### src/rtl/uart_cmd_frame_if.sv
`default_nettype none
// ============================================================================
//  Module   : uart_cmd_frame_if
//  Brief    : Byte-stream input and register-bank output bundle of the
//             UART command frame parser.
//  Revision : 1.0  initial release
// ============================================================================
interface uart_cmd_frame_if #(
   parameter int DATA_BYTES = 1,
   parameter int NUM_REGS   = 4
);
   localparam int DW = 8 * DATA_BYTES;
   localparam int AW = (NUM_REGS > 1) ? $clog2(NUM_REGS) : 1;

   logic [7:0]             rx_data;
   logic                   rx_done;
   logic [NUM_REGS*DW-1:0] ctrl_bus;
   logic                   cmd_valid;
   logic [AW-1:0]          cmd_addr;
   logic                   frame_err;
   logic [1:0]             err_code;
   logic                   busy;

   // Byte producer side (UART receiver / test driver)
   modport master (
      output rx_data, rx_done,
      input  ctrl_bus, cmd_valid, cmd_addr, frame_err, err_code, busy
   );

   // Parser side
   modport slave (
      input  rx_data, rx_done,
      output ctrl_bus, cmd_valid, cmd_addr, frame_err, err_code, busy
   );
endinterface
`default_nettype wire

### src/rtl/uart_cmd_frame.sv
`default_nettype none
// ============================================================================
//  Module   : uart_cmd_frame
//  Brief    : Parses HDR0 HDR1 ADDR DATA[..] CHK TAIL byte frames into
//             addressed writes of a bank of control registers, with checksum,
//             address range check, inter-byte timeout and error reporting.
//  Revision : 1.0  initial release
// ============================================================================
module uart_cmd_frame #(
   parameter int         DATA_BYTES  = 1,
   parameter int         NUM_REGS    = 4,
   parameter logic [7:0] HDR0        = 8'hAA,
   parameter logic [7:0] HDR1        = 8'hA5,
   parameter logic [7:0] TAIL        = 8'hFF,
   parameter int         TIMEOUT_CYC = 50000
) (
   input  wire logic       clk,
   input  wire logic       reset,
   uart_cmd_frame_if.slave bus
);
   localparam int DW  = 8 * DATA_BYTES;
   localparam int AW  = (NUM_REGS > 1) ? $clog2(NUM_REGS) : 1;
   localparam int CW  = $clog2(TIMEOUT_CYC + 1);
   localparam int BCW = (DATA_BYTES > 1) ? $clog2(DATA_BYTES) : 1;

   localparam logic [CW-1:0]  TO_LIM     = CW'(TIMEOUT_CYC);
   localparam logic [BCW-1:0] LAST_BYTE  = BCW'(DATA_BYTES - 1);
   localparam logic [7:0]     NUM_REGS_8 = 8'(NUM_REGS);

   localparam logic [2:0] S_IDLE = 3'd0;
   localparam logic [2:0] S_H1   = 3'd1;
   localparam logic [2:0] S_ADDR = 3'd2;
   localparam logic [2:0] S_DATA = 3'd3;
   localparam logic [2:0] S_CHK  = 3'd4;
   localparam logic [2:0] S_TL   = 3'd5;

   logic [2:0]     r_state;
   logic [2:0]     w_state_nxt;
   logic           r_rx_prev;
   logic           w_accept;
   logic           w_timeout;
   logic [7:0]     r_addr;
   logic [DW-1:0]  r_payload;
   logic [7:0]     r_sum;
   logic [BCW-1:0] r_byte_cnt;
   logic           r_chk_ok;
   logic [CW-1:0]  r_idle_cnt;
   logic [DW-1:0]  r_regs [NUM_REGS];
   logic           w_write;
   logic           w_err;
   logic [1:0]     w_err_code;
   logic           r_cmd_valid;
   logic [AW-1:0]  r_cmd_addr;
   logic           r_frame_err;
   logic [1:0]     r_err_code;

   // A byte counts only on the rising edge of rx_done, however long it is held
   assign w_accept  = bus.rx_done & ~r_rx_prev;
   // Timeout loses to a byte accepted in the same cycle
   assign w_timeout = (r_state != S_IDLE) && !w_accept && (r_idle_cnt == TO_LIM);

   // State register
   always_ff @(posedge clk or posedge reset) begin
      if (reset) r_state <= S_IDLE;
      else       r_state <= w_state_nxt;
   end

   // Next-state: every transition is driven by an accepted byte, except timeout
   always_comb begin
      w_state_nxt = r_state;
      if (w_timeout) begin
         w_state_nxt = S_IDLE;
      end else if (w_accept) begin
         case (r_state)
            S_IDLE: if (bus.rx_data == HDR0) w_state_nxt = S_H1;
            S_H1: begin
               if (bus.rx_data == HDR1)      w_state_nxt = S_ADDR;
               else if (bus.rx_data != HDR0) w_state_nxt = S_IDLE;
            end
            S_ADDR: w_state_nxt = S_DATA;
            S_DATA: if (r_byte_cnt == LAST_BYTE) w_state_nxt = S_CHK;
            S_CHK:  w_state_nxt = S_TL;
            default: w_state_nxt = S_IDLE;
         endcase
      end
   end

   // Frame verdict on the tail byte, or a timeout anywhere inside a frame
   always_comb begin
      w_write    = 1'b0;
      w_err      = 1'b0;
      w_err_code = 2'd0;
      if (w_timeout) begin
         w_err      = 1'b1;
         w_err_code = 2'd3;
      end else if (w_accept && r_state == S_TL) begin
         if (bus.rx_data != TAIL) begin
            w_err      = 1'b1;
            w_err_code = 2'd0;
         end else if (!r_chk_ok) begin
            w_err      = 1'b1;
            w_err_code = 2'd1;
         end else if (r_addr >= NUM_REGS_8) begin
            w_err      = 1'b1;
            w_err_code = 2'd2;
         end else begin
            w_write    = 1'b1;
         end
      end
   end

   // Frame datapath: address, MSB-first payload shift, running checksum, timers
   always_ff @(posedge clk or posedge reset) begin
      if (reset) begin
         r_rx_prev  <= 1'b0;
         r_addr     <= 8'd0;
         r_payload  <= '0;
         r_sum      <= 8'd0;
         r_byte_cnt <= '0;
         r_chk_ok   <= 1'b0;
         r_idle_cnt <= '0;
      end else begin
         r_rx_prev <= bus.rx_done;
         if (w_accept || r_state == S_IDLE) r_idle_cnt <= '0;
         else                               r_idle_cnt <= r_idle_cnt + 1'b1;
         if (w_accept) begin
            case (r_state)
               S_ADDR: begin
                  r_addr     <= bus.rx_data;
                  r_sum      <= bus.rx_data;
                  r_byte_cnt <= '0;
               end
               S_DATA: begin
                  r_payload  <= DW'({r_payload, bus.rx_data});
                  r_sum      <= r_sum + bus.rx_data;
                  r_byte_cnt <= r_byte_cnt + 1'b1;
               end
               S_CHK:   r_chk_ok <= (bus.rx_data == r_sum);
               default: ;
            endcase
         end
      end
   end

   // Register bank: only the addressed register changes on a good frame
   always_ff @(posedge clk or posedge reset) begin
      if (reset) begin
         for (int i = 0; i < NUM_REGS; i++) r_regs[i] <= '0;
      end else if (w_write) begin
         for (int i = 0; i < NUM_REGS; i++)
            if (r_addr == 8'(i)) r_regs[i] <= r_payload;
      end
   end

   // Registered result pulses; err_code and cmd_addr hold until the next event
   always_ff @(posedge clk or posedge reset) begin
      if (reset) begin
         r_cmd_valid <= 1'b0;
         r_cmd_addr  <= '0;
         r_frame_err <= 1'b0;
         r_err_code  <= 2'd0;
      end else begin
         r_cmd_valid <= w_write;
         r_frame_err <= w_err;
         if (w_write) r_cmd_addr <= r_addr[AW-1:0];
         if (w_err)   r_err_code <= w_err_code;
      end
   end

   generate
      for (genvar i = 0; i < NUM_REGS; i++) begin : g_pack
         assign bus.ctrl_bus[i*DW +: DW] = r_regs[i];
      end
   endgenerate

   assign bus.cmd_valid = r_cmd_valid;
   assign bus.cmd_addr  = r_cmd_addr;
   assign bus.frame_err = r_frame_err;
   assign bus.err_code  = r_err_code;
   assign bus.busy      = (r_state != S_IDLE);
endmodule
`default_nettype wire

### src/flat_wrapper.sv
// flat-port wrapper written by rule: the top's interface ports become plain ports
module uart_cmd_frame_flat 
#(
   parameter int         DATA_BYTES  = 1,
   parameter int         NUM_REGS    = 4,
   parameter logic [7:0] HDR0        = 8'hAA,
   parameter logic [7:0] HDR1        = 8'hA5,
   parameter logic [7:0] TAIL        = 8'hFF,
   parameter int         TIMEOUT_CYC = 50000
)
  (clk, reset, bus_rx_data, bus_rx_done, bus_ctrl_bus, bus_cmd_valid, bus_cmd_addr, bus_frame_err, bus_err_code, bus_busy);
  uart_cmd_frame_if #(.DATA_BYTES(DATA_BYTES), .NUM_REGS(NUM_REGS)) bus_i ();
  input  wire logic clk;
  input  wire logic reset;
  input wire logic [$bits(bus_i.rx_data)-1:0] bus_rx_data;
  input wire logic [$bits(bus_i.rx_done)-1:0] bus_rx_done;
  output wire logic [$bits(bus_i.ctrl_bus)-1:0] bus_ctrl_bus;
  output wire logic [$bits(bus_i.cmd_valid)-1:0] bus_cmd_valid;
  output wire logic [$bits(bus_i.cmd_addr)-1:0] bus_cmd_addr;
  output wire logic [$bits(bus_i.frame_err)-1:0] bus_frame_err;
  output wire logic [$bits(bus_i.err_code)-1:0] bus_err_code;
  output wire logic [$bits(bus_i.busy)-1:0] bus_busy;
  assign bus_i.rx_data = bus_rx_data;
  assign bus_i.rx_done = bus_rx_done;
  assign bus_ctrl_bus = bus_i.ctrl_bus;
  assign bus_cmd_valid = bus_i.cmd_valid;
  assign bus_cmd_addr = bus_i.cmd_addr;
  assign bus_frame_err = bus_i.frame_err;
  assign bus_err_code = bus_i.err_code;
  assign bus_busy = bus_i.busy;
  uart_cmd_frame #(.DATA_BYTES(DATA_BYTES), .NUM_REGS(NUM_REGS), .HDR0(HDR0), .HDR1(HDR1), .TAIL(TAIL), .TIMEOUT_CYC(TIMEOUT_CYC)) u_core (.clk(clk), .reset(reset), .bus(bus_i));
endmodule
### config.mk
export PLATFORM = sky130hd
export DESIGN_NAME = uart_cmd_frame_flat
export DESIGN_NICKNAME = d
export VERILOG_FILES = /design/src/rtl/uart_cmd_frame_if.sv /design/src/rtl/uart_cmd_frame.sv /design/src/flat_wrapper.sv
export SDC_FILE = /design/constraint.sdc
export NUM_CORES = 1
export LEC_CHECK = 0
export CORE_MARGIN = 2
export CORE_UTILIZATION = 55
export CTS_CLUSTER_SIZE = 20
export DETAILED_ROUTE_END_ITERATION = 10
export GPL_ROUTABILITY_DRIVEN = 1
export GPL_TIMING_DRIVEN = 0
export PLACE_DENSITY = 0.86
export SLEW_MARGIN = 15
export SYNTH_ARGS = -nofsm -noshare
export SYNTH_HDL_FRONTEND = slang
export SYNTH_SLANG_ARGS = --single-unit
### constraint.sdc
create_clock -name clk -period 3.7 [get_ports clk]
set_input_delay 0.925 -clock clk [delete_from_list [all_inputs] [get_ports clk]]
set_output_delay 0.925 -clock clk [all_outputs]
set_load 0.05 [all_outputs]
==> out/summary.txt <==
Postcts setup bufs - 0
Post-DP Area - 4600 µm²
DRC - 0
Hold-fix buffers, CTS - 0
Sequential share of the synthesized area - 53.0%
Sequential share of power - 45.4%
Post_cts resized - 0
Cell Int Power - 0.00170 W
Layout cells sized above 1 - 18.3%
Slew @ Worst Pin - 0.685 ns
Initial antenna violation count - 0
Synth Net Count - 364
Crit-path max FO - 4
Async set-reset flop share out of synthesis - 100%
Area contributors post-synth - dfrtp_1 53%, mux2_2 13%, ha_1 2.8%
Largest net degree at the start of global routing - 53
Simple-Gate Fraction of Synth Area - 16.6%
WL final - 8260 µm
Die height - 88.9 µm
Post-synth top area share - 53.0%
Core Region - 6870 µm²
Synth Flop Type - dfrtp_1
Hold path cells - 2
Fin crit share - 76.4%
Synthesized instance count - 343
Largest family of logic cells by synthesized area - simple AND/OR/NAND/NOR gates
Status - finished, final reports clean
Fill cells - 463
Ys Warns - 0
R2R Path End - u_core.bus.ctrl_bus[4]
Complex-gate fraction of the synthesized area - 7.89%
Synthesis-to-layout area growth - 21.3%
Met3 wire length - 341 µm
Reg2reg setup slack - 1.65 ns
Total CTS buffers - 9
Hold Crit Endpoint - u_core.r_sum[0]
Top Layer Used - met4
Clk pwr share - 25.4%
RR Startpoint - u_core.r_rx_prev
Total number of vias - 2,821
Final Util - 70.0%
Post-route cell area - 4810 µm²
Worst endpoint required time - 2.77 ns
Diode count - 0
VDD IR max - 0.348 mV
Synth Area per Inst - 11.6 µm²
1st-iter DRT viols - 174
FF+latch count, synth - 84
Slew margin rel. - 53.9%
Net switching power - 0.000966 W
Nets - 425
Die extent in x - 88.9 µm
Post-synthesis mux area share - 13.3%
Final hold vios - 0
CP startpoint kind - flip-flop
Clock transition at path regs - 0.08 ns
Mapped Area - 3960 µm²
Vias per std cell - 5.59
CTS Sinks - 84
CTS Buffer Depth - 2
Fmax - 0.354 GHz
DP HPWL - 5840 µm
Vias in the first global route - 2,708
Num rows - 30
Setup Crit Path Kind - flip-flop to output pin
Wl on met1 - 3700 µm
Leak - 2.16 nW
Dpl cells - 489
Max-cap viol count - 0
Endpoints failing setup - 0
CTS tree - done
R2R cell count - 5
Final Slew Violations - 0
Critical hold path startpoint - u_core.r_sum[0]
WL/cell - 16.4 µm
Min Hold Slack - 0.496 ns
First-pass DRT Iterations - 4
Adder-cell share of the synthesized area - 3.35%
Logic pwr share - 29.2%
GPL Wtd Cong - 0.890
HP Class - flip-flop to flip-flop
Gr usage total - 22.6%
Yosys top cell by area - dfrtp_1
GR Overflow Total - 0
Pwr dens - 554 nW/µm²
Critical Path AT - 1.90 ns
Clock latency on the worst-skew pair - 0.36 ns
Number of I/O pins - 50
Total Power - 0.00266 W
Met2 WL - 4160 µm
Htree depth - 3
Number of synthesized flops with an enable pin - 0
RSZ-0062 raised after global routing - false
Die Footprint - 7900 µm²
Switching share of power - 36.3%
Final Non-Filler Cells - 505
Clock Tree Root - clkbuf_8
First-pass GRT wire length - 13,400 µm
Synth Area in XOR/XNOR - 3.98%
Minimum clock period after layout - 2.83 ns
Count of different cell masters after synthesis - 49
Setup Skew - 0.00676 ns
Post-DRT Antenna Nets - 0
Starting density of the core - 57.7%
PortBufs - 49
Worst setup EP type - output pin
## layout by cell type (no fill, tap or decap), drive strengths merged, types with 6 or more instances in the layout
| cell | Yosys | layout |
|---|---|---|
| a21oi | 10 | 10 |
| clkbuf | 5 | 14 |
| clkdlybuf4s50 | 0 | 49 |
| dfrtp | 84 | 84 |
| ha | 9 | 9 |
| inv | 12 | 16 |
| mux2 | 45 | 45 |
| nand2 | 28 | 28 |
| nand3 | 15 | 15 |
| nand4 | 6 | 6 |
| nor2 | 25 | 25 |
| nor3 | 9 | 9 |
| o21ai | 18 | 18 |
| xnor2 | 8 | 8 |
| xor2 | 10 | 10 |
## power groups by stage
stage | clock network (W) | logic [W] | registers (W)
after floorplan | 0 | 0.000558 | 0.00121
after global placement | 0 | 0.000736 | 0.00121
after detailed placement | 0 | 0.000771 | 0.00122
after CTS | 0.000690 | 0.000777 | 0.00121
after global routing | 0.000731 | 0.000852 | 0.00123
final | 0.000677 | 0.000777 | 0.00121
## metal layers
layer,global-route usage (%),up-vias
met1,29.8,1397
met2,37.5,63
met5,0,-
li1,-,1354
met3,6.09,7
met4,5.37,0
## layout make-up
type	instances	area, µm²	area share, %
buffer	7	27.5	0.572
clock inverter	7	81.3	1.69
multi-input combinational	240	1790	37.2
timing repair buffer	50	518	10.8
tap	96	120	2.50
sequential	84	2100	43.7
inverter	12	47.5	0.989
clock buffer	9	124	2.58
## sequential cells by signal (all words and copies together), names as in the netlist, 2 cells and up
| signal | count |
|---|---|
| u_core.r_sum | 8 |
| u_core.bus.ctrl_bus | 32 |
| u_core.r_state | 3 |
| u_core.bus.cmd_addr | 2 |
| u_core.r_addr | 8 |
| u_core.bus.err_code | 2 |
| u_core.r_payload | 8 |
| u_core.r_idle_cnt | 16 |
## worst max path at each step
stage,start,to,slack (ns)
after CTS,u_core.r_state[1],bus_busy,0.85
after floorplan,reset,u_core.bus.cmd_addr[0],0.61
after detailed placement,bus_rx_data[2],u_core.bus.ctrl_bus[4],0.52
final,u_core.r_state[1],bus_busy,0.87
after global placement,reset,u_core.r_sum[3],-0.57
after global routing,bus_rx_data[2],u_core.bus.ctrl_bus[21],0.81
## synthesized netlist by cell type, types with 3 or more instances
cell type / number
nor4bb_1: 3
nor3_1: 6
ha_1: 9
o211ai_1: 3
nand2_1: 28
nand4_1: 5
nor4_1: 3
mux2_2: 45
nand2b_1: 3
and3_1: 4
a211oi_1: 4
dfrtp_1: 84
nand3_1: 13
nor2_1: 23
o22ai_1: 4
nor3_4: 3
inv_1: 12
clkbuf_1: 5
a21oi_1: 10
xnor2_1: 8
o21ai_0: 18
nand3b_1: 3
xor2_1: 10
or3_1: 4
## logic make-up (layout without fill, tap and decap cells)
logic type | after synthesis | count (layout)
xor gates and xnor gates | 18 | 18
adders and majority gates | 10 | 10
DFF | 84 | 84
AOI/OAI and AO/OA | 51 | 51
muxes | 47 | 47
buffers and inverters | 19 | 85
and+or+nand+nor | 114 | 114
## worst max-delay path, stage by stage, from the launching register on
cell             delay (ns)
dfrtp_1                0.43
or3_1                  0.40
clkdlybuf4s50_1        0.72
## stage by stage
step                      worst slack (ns)  TNS, ns
after floorplan                      0.610        0
after global placement              -0.570   -47.53
after detailed placement             0.515        0
after CTS                            0.849        0
after global routing                 0.806        0
final                                0.873        0
Power figures use the tool's default switching activity.
